[config.mk]
export PLATFORM = sky130hd
export DESIGN_NAME = mem_bus_responder
export DESIGN_NICKNAME = d
export VERILOG_FILES = /design/src/rtl/mem_bus_pkg.sv /design/src/rtl/mem_bus_sram_array.sv /design/src/rtl/mem_bus_responder.sv
export SDC_FILE = /design/constraint.sdc
export NUM_CORES = 1
export LEC_CHECK = 0
export BUFFER_PORTS_ARGS = -buffer_cell sky130_fd_sc_hd__buf_2
export CAP_MARGIN = 5
export CELL_PAD_IN_SITES_DETAIL_PLACEMENT = 1
export CELL_PAD_IN_SITES_GLOBAL_PLACEMENT = 2
export CORE_MARGIN = 2
export CORE_UTILIZATION = 44
export DETAILED_ROUTE_END_ITERATION = 7
export GPL_TIMING_DRIVEN = 0
export PLACE_DENSITY = 0.79
export SETUP_SLACK_MARGIN = 0.1
export SYNTH_ARGS = -nofsm -noshare
export SYNTH_HDL_FRONTEND = slang
export SYNTH_SLANG_ARGS = --single-unit
export TNS_END_PERCENT = 10
[constraint.sdc]
create_clock -name CLK -period 4.4 [get_ports CLK]
set_input_delay 0.22 -clock CLK [delete_from_list [all_inputs] [get_ports CLK]]
set_output_delay 0.22 -clock CLK [all_outputs]
set_load 0.05 [all_outputs]
[src/rtl/mem_bus_pkg.sv]
// Shared definitions for the MR/MW memory bus: responder state encodings,
// default geometry/timing, and the load/store opcodes used by the control FSM.
package mem_bus_pkg;

    typedef enum logic [1:0] {
        ST_IDLE = 2'd0,
        ST_WAIT = 2'd1,
        ST_DONE = 2'd2
    } rsp_state_t;

    localparam int unsigned DEF_ADDR_W      = 5;
    localparam int unsigned DEF_DATA_W      = 32;
    localparam int unsigned DEF_WAIT_CYCLES = 2;

    // Wide enough for the full 0..15 wait-state range.
    localparam int unsigned CNT_W = 4;

    localparam logic [5:0] OP_LW = 6'b100011;
    localparam logic [5:0] OP_SW = 6'b101011;

    function automatic logic is_mem_op(input logic [5:0] opcode);
        return (opcode == OP_LW) || (opcode == OP_SW);
    endfunction

endpackage

[src/rtl/mem_bus_sram_array.sv]
// Synchronous single-port word array with a registered, read-enabled output.
// Neither the storage nor the output register is reset.
module mem_bus_sram_array #(
    parameter int unsigned ADDR_W = 5,
    parameter int unsigned DATA_W = 32
) (
    input  logic              clk,
    input  logic              we,
    input  logic              re,
    input  logic [ADDR_W-1:0] addr,
    input  logic [DATA_W-1:0] din,
    output logic [DATA_W-1:0] dout
);

    logic [DATA_W-1:0] mem [0:(1 << ADDR_W) - 1];

    always_ff @(posedge clk) begin
        if (we) begin
            mem[addr] <= din;
        end
        if (re) begin
            dout <= mem[addr];
        end
    end

endmodule

[src/rtl/mem_bus_responder.sv]
// Memory-side responder for the MR/MW bus: accepts a request, inserts
// WAIT_CYCLES wait states, commits to the word array and strobes ACK_N.
module mem_bus_responder
    import mem_bus_pkg::*;
#(
    parameter int unsigned ADDR_W      = DEF_ADDR_W,
    parameter int unsigned DATA_W      = DEF_DATA_W,
    parameter int unsigned WAIT_CYCLES = DEF_WAIT_CYCLES
) (
    input  logic              CLK,
    input  logic              RESET_N,
    input  logic              MR,
    input  logic              MW,
    input  logic [ADDR_W-1:0] ADDR,
    input  logic [DATA_W-1:0] DIN,
    output logic [DATA_W-1:0] DOUT,
    output logic              BUSY,
    output logic              ACK_N,
    output logic              ERR,
    output logic [1:0]        RSP_STATE
);

    localparam logic [CNT_W-1:0] WAIT_LOAD = CNT_W'(WAIT_CYCLES);
    localparam logic [CNT_W-1:0] CNT_ONE   = CNT_W'(1);
    localparam bit               ZERO_WAIT = (WAIT_CYCLES == 0);

    rsp_state_t        state;
    logic [CNT_W-1:0]  cnt;
    logic [ADDR_W-1:0] addr_q;
    logic [DATA_W-1:0] din_q;
    logic              rd_q;
    logic              ack_n_q;
    logic              err_q;
    logic              dout_vld;

    logic              req;
    logic              commit;
    logic              commit_rd;
    logic [ADDR_W-1:0] commit_addr;
    logic [DATA_W-1:0] commit_din;
    logic [DATA_W-1:0] sram_q;

    assign req = MR | MW;

    // A zero-wait build commits straight from IDLE, so the live bus values
    // are used because the latches only capture them on that same edge.
    always_comb begin
        commit      = 1'b0;
        commit_rd   = rd_q;
        commit_addr = addr_q;
        commit_din  = din_q;
        case (state)
            ST_IDLE: begin
                if (ZERO_WAIT && req) begin
                    commit      = 1'b1;
                    commit_rd   = MR;
                    commit_addr = ADDR;
                    commit_din  = DIN;
                end
            end
            ST_WAIT: begin
                if (req && (cnt == CNT_ONE)) begin
                    commit = 1'b1;
                end
            end
            default: begin
                commit = 1'b0;
            end
        endcase
        commit = commit & RESET_N;
    end

    always_ff @(posedge CLK or negedge RESET_N) begin
        if (!RESET_N) begin
            state    <= ST_IDLE;
            cnt      <= '0;
            addr_q   <= '0;
            din_q    <= '0;
            rd_q     <= 1'b0;
            ack_n_q  <= 1'b1;
            err_q    <= 1'b0;
            dout_vld <= 1'b0;
        end else begin
            ack_n_q <= 1'b1;
            case (state)
                ST_IDLE: begin
                    if (req) begin
                        addr_q <= ADDR;
                        din_q  <= DIN;
                        rd_q   <= MR;
                        cnt    <= WAIT_LOAD;
                        if (MR && MW) begin
                            err_q <= 1'b1;
                        end
                        if (ZERO_WAIT) begin
                            state   <= ST_DONE;
                            ack_n_q <= 1'b0;
                            if (MR) begin
                                dout_vld <= 1'b1;
                            end
                        end else begin
                            state <= ST_WAIT;
                        end
                    end
                end
                ST_WAIT: begin
                    if (!req) begin
                        state <= ST_IDLE;
                        cnt   <= '0;
                    end else if (cnt == CNT_ONE) begin
                        state   <= ST_DONE;
                        ack_n_q <= 1'b0;
                        cnt     <= '0;
                        if (rd_q) begin
                            dout_vld <= 1'b1;
                        end
                    end else begin
                        cnt <= cnt - CNT_ONE;
                    end
                end
                ST_DONE: begin
                    state <= ST_IDLE;
                end
                default: begin
                    state <= ST_IDLE;
                end
            endcase
        end
    end

    mem_bus_sram_array #(
        .ADDR_W (ADDR_W),
        .DATA_W (DATA_W)
    ) u_sram (
        .clk  (CLK),
        .we   (commit & ~commit_rd),
        .re   (commit & commit_rd),
        .addr (commit_addr),
        .din  (commit_din),
        .dout (sram_q)
    );

    // The array output has no reset; dout_vld masks it to zero until the
    // first read after reset has loaded it.
    assign DOUT      = dout_vld ? sram_q : '0;
    assign BUSY      = RESET_N & req & (state != ST_DONE);
    assign ACK_N     = ack_n_q;
    assign ERR       = err_q;
    assign RSP_STATE = state;

endmodule

==> key figures, run 1 <==
Power
  • Pint: 0.0218 W
  • Power density cells: 645 nW/µm²
  • Pleak: 17.6 nW
  • Clock power frac: 0.302
  • Sw Ratio: 0.322
  • Combinational share of power: 0.239
  • P_sw: 0.0104 W
  • Flop pwr share: 0.460
  • Peak supply drop: 0.442 mV

Logic synthesis
  • Synth Register Bits: 1,103
  • Post-Syn Instances: 2,269
  • Post-synthesis compound-gate area fraction: 0.0417
  • Top post-synthesis cells by area: edfxtp_1, mux2i_1, o22ai_1, dfrtp_1, mux2_2
  • Async set or reset register ratio after synthesis: 0.0426
  • Synth area leader: edfxtp_1
  • Net Count, Synth: 2,312
  • Synthesized area per cell: 18.6 µm²
  • Distinct cell type count after synthesis: 43
  • Number of flops mapped to enable cells by yosys: 1,056
  • Sequential fraction of the synthesis area: 0.780
  • Main combinational cell family by area after synthesis: multiplexers
  • Ys flop type: edfxtp_1
  • Post-synthesis mux area share: 0.131
  • Synth Area in XOR/XNOR: 0
  • Synth Area in Adders: 0.000594
  • Synth warnings: 0
  • Mapped cell area: 42,200 µm²
  • Share of Yosys cell area claimed by the top area cell type: 0.752
  • Simple-Gate Fraction of Synth Area: 0.0290

Critical path
  • CP cell instances: buf_4 -> buf_2 -> buf_4 -> buf_2 -> nand3b_1 -> nor3_2 -> buf_8 -> buf_6 -> buf_6
  • WP data required: 4.77 ns
  • CP endpoint kind: flip-flop
  • Slowest stage delay, CP: 0.99 ns
  • Reg-to-reg setup timing slack: 0.20 ns
  • Crit-path slowest cell: nor3_2
  • Crit path max fanout: 10
  • Capture instance of the worst register-to-register path: u_sram.mem[30][17]
  • Setup crit start kind: flip-flop
  • Critical path origin: addr_q[1]
  • Critical R2R Launch: addr_q[1]
  • Worst r2r path cells: 9
  • Crit path DAT: 4.58 ns
  • Worst setup path category: flip-flop to flip-flop

Place
  • DP HPWL: 84.6 mm
  • Setup slack at placement: 0.379 ns
  • Port buffer count: 77
  • Dpl cells: 3,741
  • GP Congestion: 0.801

Drt
  • # DRC: 0
  • First DRT Iteration DRCs: 2,239
  • Via density: 5.89
  • DR vias: 23,500
  • Average wire per standard cell: 31.0 µm
  • First-pass DRT Iterations: 5
  • Antenna Nets Post-Route: 0
  • DRT Wirelength: 123 mm

Clock tree
  • Root buffer cell: clkbuf_16
  • Clock Path Buffers: 3
  • Clk Latency, worst-skew pair: 0.70 ns
  • H-tree Lvls: 3
  • CTS tree: done
  • Reg clk slew, reported paths: 0.06 ns
  • Number of buffers created by CTS: 110
  • Clk sinks: 1,103
  • Post-CTS setup buffers: 0
  • Hold buffer count at CTS: 42
  • Resize count post-CTS: 0

Die
  • DIE HEIGHT: 314 µm
  • Die area: 98,300 µm²
  • Die W: 314 µm
  • Starting Density: 0.444
  • Rows: 113
  • Core area: 95,000 µm²
  • Io pins: 78

Flow run
  • Number of max-cap violations: 0

GRT
  • Vias in the first global route: 24,900
  • Initial antenna violation count: 3
  • Grt ovf: 0
  • Largest net degree at the start of global routing: 40
  • GRT Total Usage: 0.252
  • First-pass GRT wire length: 177 mm

STA
  • Final Hold Fails: 0
  • Worst Slack Setup Final: 0.196 ns
  • Clock period minus final worst setup slack: 4.20 ns
  • Final Max Tran Viols: 0
  • Clk_skew: 0.0346 ns
  • Max_slew headroom: 0.123
  • RSZ-0062 raised after global routing: false
  • Final setup viols: 0
  • Slew @ Worst Pin: 1.32 ns
  • Crit share post-route: 0.956
  • Max frequency: 238 MHz

Finish
  • Filler cells: 8,762
  • P&R area growth vs syn: 18.6%
  • Commonest non-fill, non-tap cell in the layout: edfxtp_1
  • Fin util: 0.526
  • Final nets: 2,673
  • Most frequent cells in the layout: edfxtp_1, mux2i_1, o22ai_1, buf_2, buf_6
  • Final cell count without fillers: 3,989
  • N_diodes: 0
  • Share of cells above drive strength 1: 0.204

Status
  • Status: finished, final reports clean

Worst hold path
  • Worst min-delay path class: input pin to asynchronous set/reset pin
==> critical path: cells and delay by family, from the launching register on <==
| family | cells | cell delay, ns |
|---|---|---|
| buffers and inverters | 7 | 1.95 |
| AND/OR/NAND/NOR | 2 | 1.45 |
| flip-flops | 1 | 0.45 |
==> state kept, by name, summed over array words and instances, names as in the netlist, 2 cells and up <==
| register | flops |
|---|---|
| RSP_STATE | 2 |
| addr_q | 5 |
| cnt | 4 |
| commit_din | 32 |
| u_sram.dout | 32 |
| u_sram.mem | 1024 |
==> how the worst max path moves through the flow <==
stage / endpoint / slack, ns / depth (start not counted)
2_1_floorplan: u_sram.mem[4][0] / 0.21 / 6
3_3_place_gp: u_sram.mem[15][15] / -3.82 / 4
3_5_place_dp: u_sram.mem[30][15] / 0.38 / 9
4_1_cts: u_sram.mem[30][17] / 0.34 / 9
5_1_grt: u_sram.mem[30][17] / 0.13 / 9
6_report: u_sram.mem[30][17] / 0.20 / 9
==> power groups by stage <==
stage               sequential [W]  clock (W)  combinational, W
floorplan                   0.0144          0           0.00487
global placement            0.0148          0           0.00732
detailed placement          0.0150          0           0.00759
CTS                         0.0148    0.00983           0.00771
global route                0.0150     0.0102           0.00807
finish                      0.0148    0.00972           0.00770
==> metal layers <==
layer	track usage	routed length (µm)	up-vias
li1	-	-	9910
met1	0.324	48900	12400
met2	0.436	62500	946
met3	0.0379	7710	236
met5	0	12	-
met4	0.0932	4320	2
==> cell usage after synthesis, types with 4 or more instances <==
library cell  number
edfxtp_1        1056
mux2i_1          512
o22ai_1          245
buf_2             82
nor4_1            64
dfrtp_1           46
nand2_1           39
mux2_2            37
clkbuf_1          34
and2_1            33
nor3_1            32
o22ai_2           11
buf_6             10
buf_4              7
nand4bb_1          6
nor2_1             6
nand3b_1           5
nand4b_1           4
==> logic make-up after synthesis <==
kind of cell	Yosys count
and+or+nand+nor	208
DFF	1103
muxes	549
AOI/OAI and AO/OA	268
buffers and inverters	139
adders and majority gates	2
==> stage by stage <==
stage	total power [W]	TNS (ns)	cell area [µm²]	hold slack [ns]
3_3_place_gp	0.0222	-3596.05	44100	0.447
5_1_grt	0.0332	0	50000	0.124
3_5_place_dp	0.0226	0	45800	0.116
4_1_cts	0.0323	0	50000	0.0781
2_1_floorplan	0.0193	0	42200	-0.0756
6_report	0.0322	0	50000	0.0940
==> cell type report <==
| class | count | area [µm²] | area share |
|---|---|---|---|
| multi-input combinational | 1027 | 8710 | 0.174 |
| clock inverter | 50 | 666 | 0.0133 |
| timing repair buffer | 249 | 2300 | 0.0461 |
| buffer | 135 | 711 | 0.0142 |
| tap | 1265 | 1580 | 0.0317 |
| sequential | 1103 | 32900 | 0.658 |
| clock buffer | 156 | 3120 | 0.0624 |
| inverter | 4 | 15.0 | 0.000300 |
No activity file was read; power rests on OpenSTA's default activity.
==> run 2, diff against run 1 <==
- clock period: 4.4 -> 3.79 ns (I/O delays scaled with it)
==> run 2 against run 1 <==
Net effect:
- the run now ends with negative setup slack left
- power rose by 16%
- via count barely moved
- combinational power rose by 17%
- flip-flop and latch count did not move
- die area did not move
- largest cell class unchanged
- largest power group unchanged
==> key figures, run 2 (synthesis results as in run 1) <==
Status
  • Status: complete, but fails checks
  • Failing checks: negative setup slack

STA
  • Slew @ Worst Pin: 1.33 ns
  • Max_slew headroom: 0.112
  • Final setup viols: 70
  • Final Hold Fails: 0
  • RSZ-0062 raised after global routing: true
  • Crit share post-route: 1.03
  • Clk_skew: 0.0301 ns
  • Max frequency: 257 MHz
  • Hold WS: 0.0632 ns
  • Final Max Tran Viols: 0
  • Clock period minus final worst setup slack: 3.89 ns
  • Worst Slack Setup Final: -0.0998 ns

GRT
  • Grt ovf: 0
  • First-pass GRT wire length: 177 mm
  • Initial antenna violation count: 2
  • GRT Total Usage: 0.252
  • Vias in the first global route: 24,900
  • Largest net degree at the start of global routing: 40

Finish
  • Share of cells above drive strength 1: 0.206
  • Most frequent cells in the layout: edfxtp_1, mux2i_1, o22ai_1, buf_2, buf_6
  • Final nets: 2,678
  • N_diodes: 0
  • P&R area growth vs syn: 18.8%
  • Most flops, register: u_sram.mem
  • Largest register FFs: 1,024
  • Commonest non-fill, non-tap cell in the layout: edfxtp_1
  • Fin util: 0.527
  • Final cell count without fillers: 3,994

Power
  • Pleak: 17.8 nW
  • Total Power: 0.0375 W
  • Peak supply drop: 0.505 mV
  • Power density cells: 748 nW/µm²
  • Sw Ratio: 0.323
  • P_sw: 0.0121 W
  • Clock power frac: 0.301
  • Combinational share of power: 0.240
  • Flop pwr share: 0.459
  • Pint: 0.0254 W

Critical path
  • Setup crit start kind: flip-flop
  • Crit path max fanout: 10
  • Largest delay share family, worst path: buffers and inverters
  • Slowest stage delay, CP: 0.86 ns
  • WP data required: 4.17 ns
  • CP cell instances: buf_4 -> buf_2 -> buf_4 -> buf_2 -> nand3b_1 -> nor3_2 -> buf_8 -> buf_6
  • Reg-to-reg setup timing slack: -0.1 ns
  • Worst setup path category: flip-flop to flip-flop
  • CP endpoint kind: flip-flop
  • Crit-path slowest cell: nor3_2
  • Crit path DAT: 4.27 ns
  • Crit path buf inv count: 6

Drt
  • Average wire per standard cell: 30.9 µm
  • DRT Wirelength: 123 mm
  • Via density: 5.89
  • DR vias: 23,500
  • First-pass DRT Iterations: 7
  • # DRC: 0
  • First DRT Iteration DRCs: 2,154
  • Antenna Nets Post-Route: 0

Die
  • Starting Density: 0.444
  • Core area: 95,000 µm²
  • Die W: 314 µm
  • Io pins: 78
  • Rows: 113
  • Die area: 98,300 µm²
  • DIE HEIGHT: 314 µm

Clock tree
  • Clk sinks: 1,103
  • Clk Latency, worst-skew pair: 0.70 ns
  • Root buffer cell: clkbuf_16
  • CTS tree: done
  • Number of buffers created by CTS: 110
  • Reg clk slew, reported paths: 0.06 ns
  • Clock Path Buffers: 3
  • H-tree Lvls: 3

Flow run
  • Number of max-cap violations: 0

Place
  • DP HPWL: 84.6 mm
  • Port buffer count: 77
  • Dpl cells: 3,741
  • GP Congestion: 0.801

Worst hold path
  • Worst min-delay path class: input pin to asynchronous set/reset pin
==> run 2: power groups by stage <==
| stage | registers [W] | clock network (W) | logic [W] |
|---|---|---|---|
| 3_5_place_dp | 0.0174 | 0 | 0.00881 |
| 3_3_place_gp | 0.0172 | 0 | 0.00850 |
| 4_1_cts | 0.0172 | 0.0114 | 0.00896 |
| 6_report | 0.0172 | 0.0113 | 0.00898 |
| 2_1_floorplan | 0.0167 | 0 | 0.00565 |
| 5_1_grt | 0.0174 | 0.0118 | 0.00940 |
==> run 2: repair_timing <==
item	CTS	global route
hold buffers	42	0
hold endpoints to repair	87	0
setup buffers	1	4
gates cloned	0	0
resized for setup	1	8
setup endpoints to repair	94	268
pin swaps	1	2
==> run 2: layout make-up <==
| class | instances | area [µm²] |
|---|---|---|
| Fill cell | 8760 | 44900 |
| Sequential cell | 1103 | 32900 |
| Multi-Input combinational cell | 1027 | 8760 |
| Clock buffer | 156 | 3120 |
| Timing Repair Buffer | 254 | 2340 |
| Tap cell | 1265 | 1580 |
| Buffer | 135 | 711 |
| Clock inverter | 50 | 666 |
| Inverter | 4 | 15.0 |
==> run 2: through the flow <==
step | setup slack [ns] | cell area [µm²] | TNS, ns
5_1_grt | -0.169 | 50100 | -13.68
3_3_place_gp | -4.40 | 44100 | -4206.01
2_1_floorplan | -0.399 | 42200 | -376.67
4_1_cts | -0.118 | 50000 | -2.17
6_report | -0.0998 | 50100 | -3.01
3_5_place_dp | -0.231 | 45800 | -3.65
==> run 2: final timing paths <==
path,to,cells past startpoint,startpoint
worst min-delay path,commit_din[26],3,RESET_N
worst max-delay path,u_sram.mem[14][19],8,addr_q[1]
worst max register to register,u_sram.mem[14][19],8,addr_q[1]
worst min register to register,ERR,1,ERR
min in group CLK,commit_din[30],3,DIN[30]
max in group asynchronous,commit_din[16],3,RESET_N
==> run 2: layer usage <==
metal  GRT usage  part of all wire  vias to the layer above  wire, µm
met5           0                 0                        -         0
met4      0.0938             0.035                        0      4270
met3      0.0371             0.061                      226      7550
met2       0.436              0.51                      935     62400
met1       0.325              0.40                    12400     49300
li1            -                 -                     9921         -
==> run 2: tightest hold or removal path, stage by stage <==
cell	delay (ns)
dlygate4sd3_1	0.52
buf_4	0.16
buf_16	0.24
==> run 3, diff against run 2 <==
- SYNTH_HIERARCHICAL: not set -> 1
==> run 3 against run 2 <==
Net effect:
- the flow now finishes without violations
- combinational power rose by 4.9%
- hold slack improved by 0.11 ns
- die area rose by 0.35%
- clock power barely moved
- synthesized cell count fell by 0.13%
- clock-buffer cell count fell by 12
- flip-flop and latch count did not move
- power rose by 1.0%
- largest cell class unchanged
==> key figures, run 3 <==
Drt
  • Average wire per standard cell: 31.0 µm
  • DR vias: 23,200
  • # DRC: 0
  • First DRT Iteration DRCs: 2,181
  • DRT Wirelength: 121 mm
  • Antenna Nets Post-Route: 0
  • Via density: 5.93
  • First-pass DRT Iterations: 5

Logic synthesis
  • Synth Register Bits: 1,103
  • Number of flops mapped to enable cells by yosys: 1,056
  • Distinct cell type count after synthesis: 43
  • Net Count, Synth: 2,309
  • Ys flop type: edfxtp_1
  • Async set or reset register ratio after synthesis: 0.0426
  • Post-Syn Instances: 2,266
  • Top post-synthesis cells by area: edfxtp_1, mux2i_1, o22ai_1, dfrtp_1, mux2_4
  • Synth warnings: 6
  • Mapped cell area: 42,300 µm²
  • Sequential fraction of the synthesis area: 0.777
  • Synth area leader: edfxtp_1
  • Synthesized area per cell: 18.7 µm²
  • Top-count cell post-synth: edfxtp_1
  • Share of Yosys cell area claimed by the top area cell type: 0.750
  • Post-synth top cells: edfxtp_1, mux2i_1, o22ai_1, buf_2, nor4_1

Clock tree
  • H-tree Lvls: 3
  • Number of buffers created by CTS: 110
  • CTS tree: done
  • Clk sinks: 1,103
  • Reg clk slew, reported paths: 0.06 ns
  • Root buffer cell: clkbuf_16
  • Clk Latency, worst-skew pair: 0.71 ns
  • Clock Path Buffers: 3

Critical path
  • Worst setup path category: flip-flop to flip-flop
  • Crit path max fanout: 19
  • Worst r2r path cells: 10
  • Crit path DAT: 4.01 ns
  • Critical R2R Launch: cnt[1]
  • Largest delay share family, worst path: simple AND/OR/NAND/NOR gates
  • Crit-path slowest cell: nor2_4
  • Capture instance of the worst register-to-register path: u_sram/mem[28][7]
  • Slowest stage delay, CP: 0.79 ns
  • Crit path buf inv count: 4
  • CP cell instances: inv_1 -> ha_1 -> and4bb_1 -> and3_1 -> buf_4 -> and3b_2 -> or3b_2 -> clkbuf_2 -> nor2_4 -> buf_16
  • Reg-to-reg setup timing slack: 0.15 ns
  • WP data required: 4.16 ns
  • Setup crit start kind: flip-flop
  • CP endpoint kind: flip-flop

Place
  • DP HPWL: 77.7 mm
  • Setup slack at placement: -0.325 ns
  • Port buffer count: 77
  • GP Congestion: 0.793

Power
  • Pleak: 17.4 nW
  • Total Power: 0.0378 W
  • Power density cells: 762 nW/µm²
  • Combinational share of power: 0.249
  • Pint: 0.0252 W
  • Peak supply drop: 0.593 mV
  • Flop pwr share: 0.461
  • P_sw: 0.0127 W
  • Clock power frac: 0.290
  • Sw Ratio: 0.335

GRT
  • Initial antenna violation count: 4
  • Largest net degree at the start of global routing: 51
  • Grt ovf: 0
  • GRT Total Usage: 0.245
  • First-pass GRT wire length: 173 mm
  • Vias in the first global route: 24,600

STA
  • Final setup viols: 0
  • Max_slew headroom: 0.174
  • Crit share post-route: 0.961
  • Worst Slack Setup Final: 0.149 ns
  • Slew @ Worst Pin: 1.24 ns
  • RSZ-0062 raised after global routing: true
  • Final Max Tran Viols: 0
  • Final Hold Fails: 0
  • Clk_skew: 0.0464 ns
  • Clock period minus final worst setup slack: 3.64 ns
  • Max frequency: 275 MHz

Finish
  • Commonest non-fill, non-tap cell in the layout: edfxtp_1
  • Filler cells: 8,570
  • Share of cells above drive strength 1: 0.185
  • N_diodes: 0
  • Multi-input gate area: 8880 µm²
  • Final nets: 2,593
  • Most frequent cells in the layout: edfxtp_1, mux2i_1, o22ai_1, buf_2, clkbuf_16
  • Most flops, register: u_sram/mem
  • P&R area growth vs syn: 17.4%
  • FF+latch area: 32,900 µm²
  • Largest register FFs: 1,024

Die
  • Rows: 113
  • DIE HEIGHT: 314 µm
  • Io pins: 78
  • Die W: 314 µm
  • Die area: 98,600 µm²
  • Core area: 95,200 µm²
  • Starting Density: 0.445

Worst hold path
  • Worst min-delay path class: input pin to asynchronous set/reset pin

Status
  • Status: finished, final reports clean

Flow run
  • Number of max-cap violations: 0
run 3: cell count changes in the layout (fill, tap and decap cells not counted), sizes merged, moves of 5 or more:
| cell | change |
|---|---|
| nor3 | -26 |
| clkbuf | -20 |
| inv | +5 |
| buf | -75 |
| clkinv | +7 |
| nor2 | +28 |
run 3: kinds of logic (layout without fill, tap and decap cells):
logic type      Yosys count  after routing  share of synthesized area
buf+inv                 138            516                     0.0194
compound gates          267            267                     0.0399
simple gates            205            205                     0.0286
mux                     551            551                      0.134
flops                  1103           1103                      0.777
fa+ha+maj                 2              2                   0.000591
run 3: timing repair:
action | 4_1_cts | 5_1_grt
setup buffers | 8 | 3
endpoints found under the hold margin | 87 | 0
setup endpoints to repair | 534 | 78
gates cloned | 0 | 0
pin swaps | 4 | 1
gates resized for setup | 7 | 0
hold buffers | 41 | 0
run 3: layout make-up:
type / instances / share of cell area
Buffer: 133 / 0.0163
Inverter: 5 / 0.000378
Clock inverter: 62 / 0.0137
Timing Repair Buffer: 172 / 0.0378
Sequential cell: 1103 / 0.662
Multi-Input combinational cell: 1025 / 0.179
Clock buffer: 144 / 0.0594
Tap cell: 1265 / 0.0319
run 3: how the worst max path moves through the flow:
stage                 startpoint  depth (start not counted)                 end  slack, ns
floorplan           RSP_STATE[0]                          6   u_sram/mem[26][0]      -0.58
global placement         RESET_N                          4  u_sram/mem[25][13]      -3.85
detailed placement     addr_q[1]                          8   u_sram/mem[26][5]      -0.32
CTS                       cnt[1]                          9  u_sram/mem[17][23]       0.13
global route              cnt[1]                         10   u_sram/mem[0][21]       0.05
finish                    cnt[1]                         10   u_sram/mem[28][7]       0.15
run 3: worst reg2reg max path: stages, from the launching register on:
cell	delay, ns
dfrtp_1	0.39
inv_1	0.11
ha_1	0.20
and4bb_1	0.23
and3_1	0.17
buf_4	0.13
and3b_2	0.25
or3b_2	0.46
clkbuf_2	0.33
nor2_4	0.79
buf_16	0.25
run 3: power by group through the flow:
stage | clock, W | combinational [W] | sequential (W)
2_1_floorplan | 0 | 0.00579 | 0.0167
3_3_place_gp | 0 | 0.00881 | 0.0175
3_5_place_dp | 0 | 0.00919 | 0.0177
4_1_cts | 0.0111 | 0.00937 | 0.0175
5_1_grt | 0.0116 | 0.00973 | 0.0176
6_report | 0.0110 | 0.00942 | 0.0174
run 3: metrics by stage:
step | utilization | hold slack (ns) | area (µm²) | cells | TNS (ns)
CTS | 0.522 | 0.169 | 49600 | 3906 | 0
global placement | 0.465 | 0.420 | 44300 | 3608 | -1852.91
floorplan | - | -0.106 | 42300 | 2266 | -62.36
finish | 0.522 | 0.169 | 49700 | 3909 | 0
detailed placement | 0.478 | 0.358 | 45500 | 3651 | -29.75
global route | 0.522 | 0.221 | 49700 | 3909 | 0
run 3: routing by layer:
metal  vias up  global-route usage  wire (µm)
met1     12300               0.322      48700
met4         0               0.104       5340
met3       241              0.0366       7930
met5         -                   0          0
li1       9748                   -          -
met2       945               0.408      59300
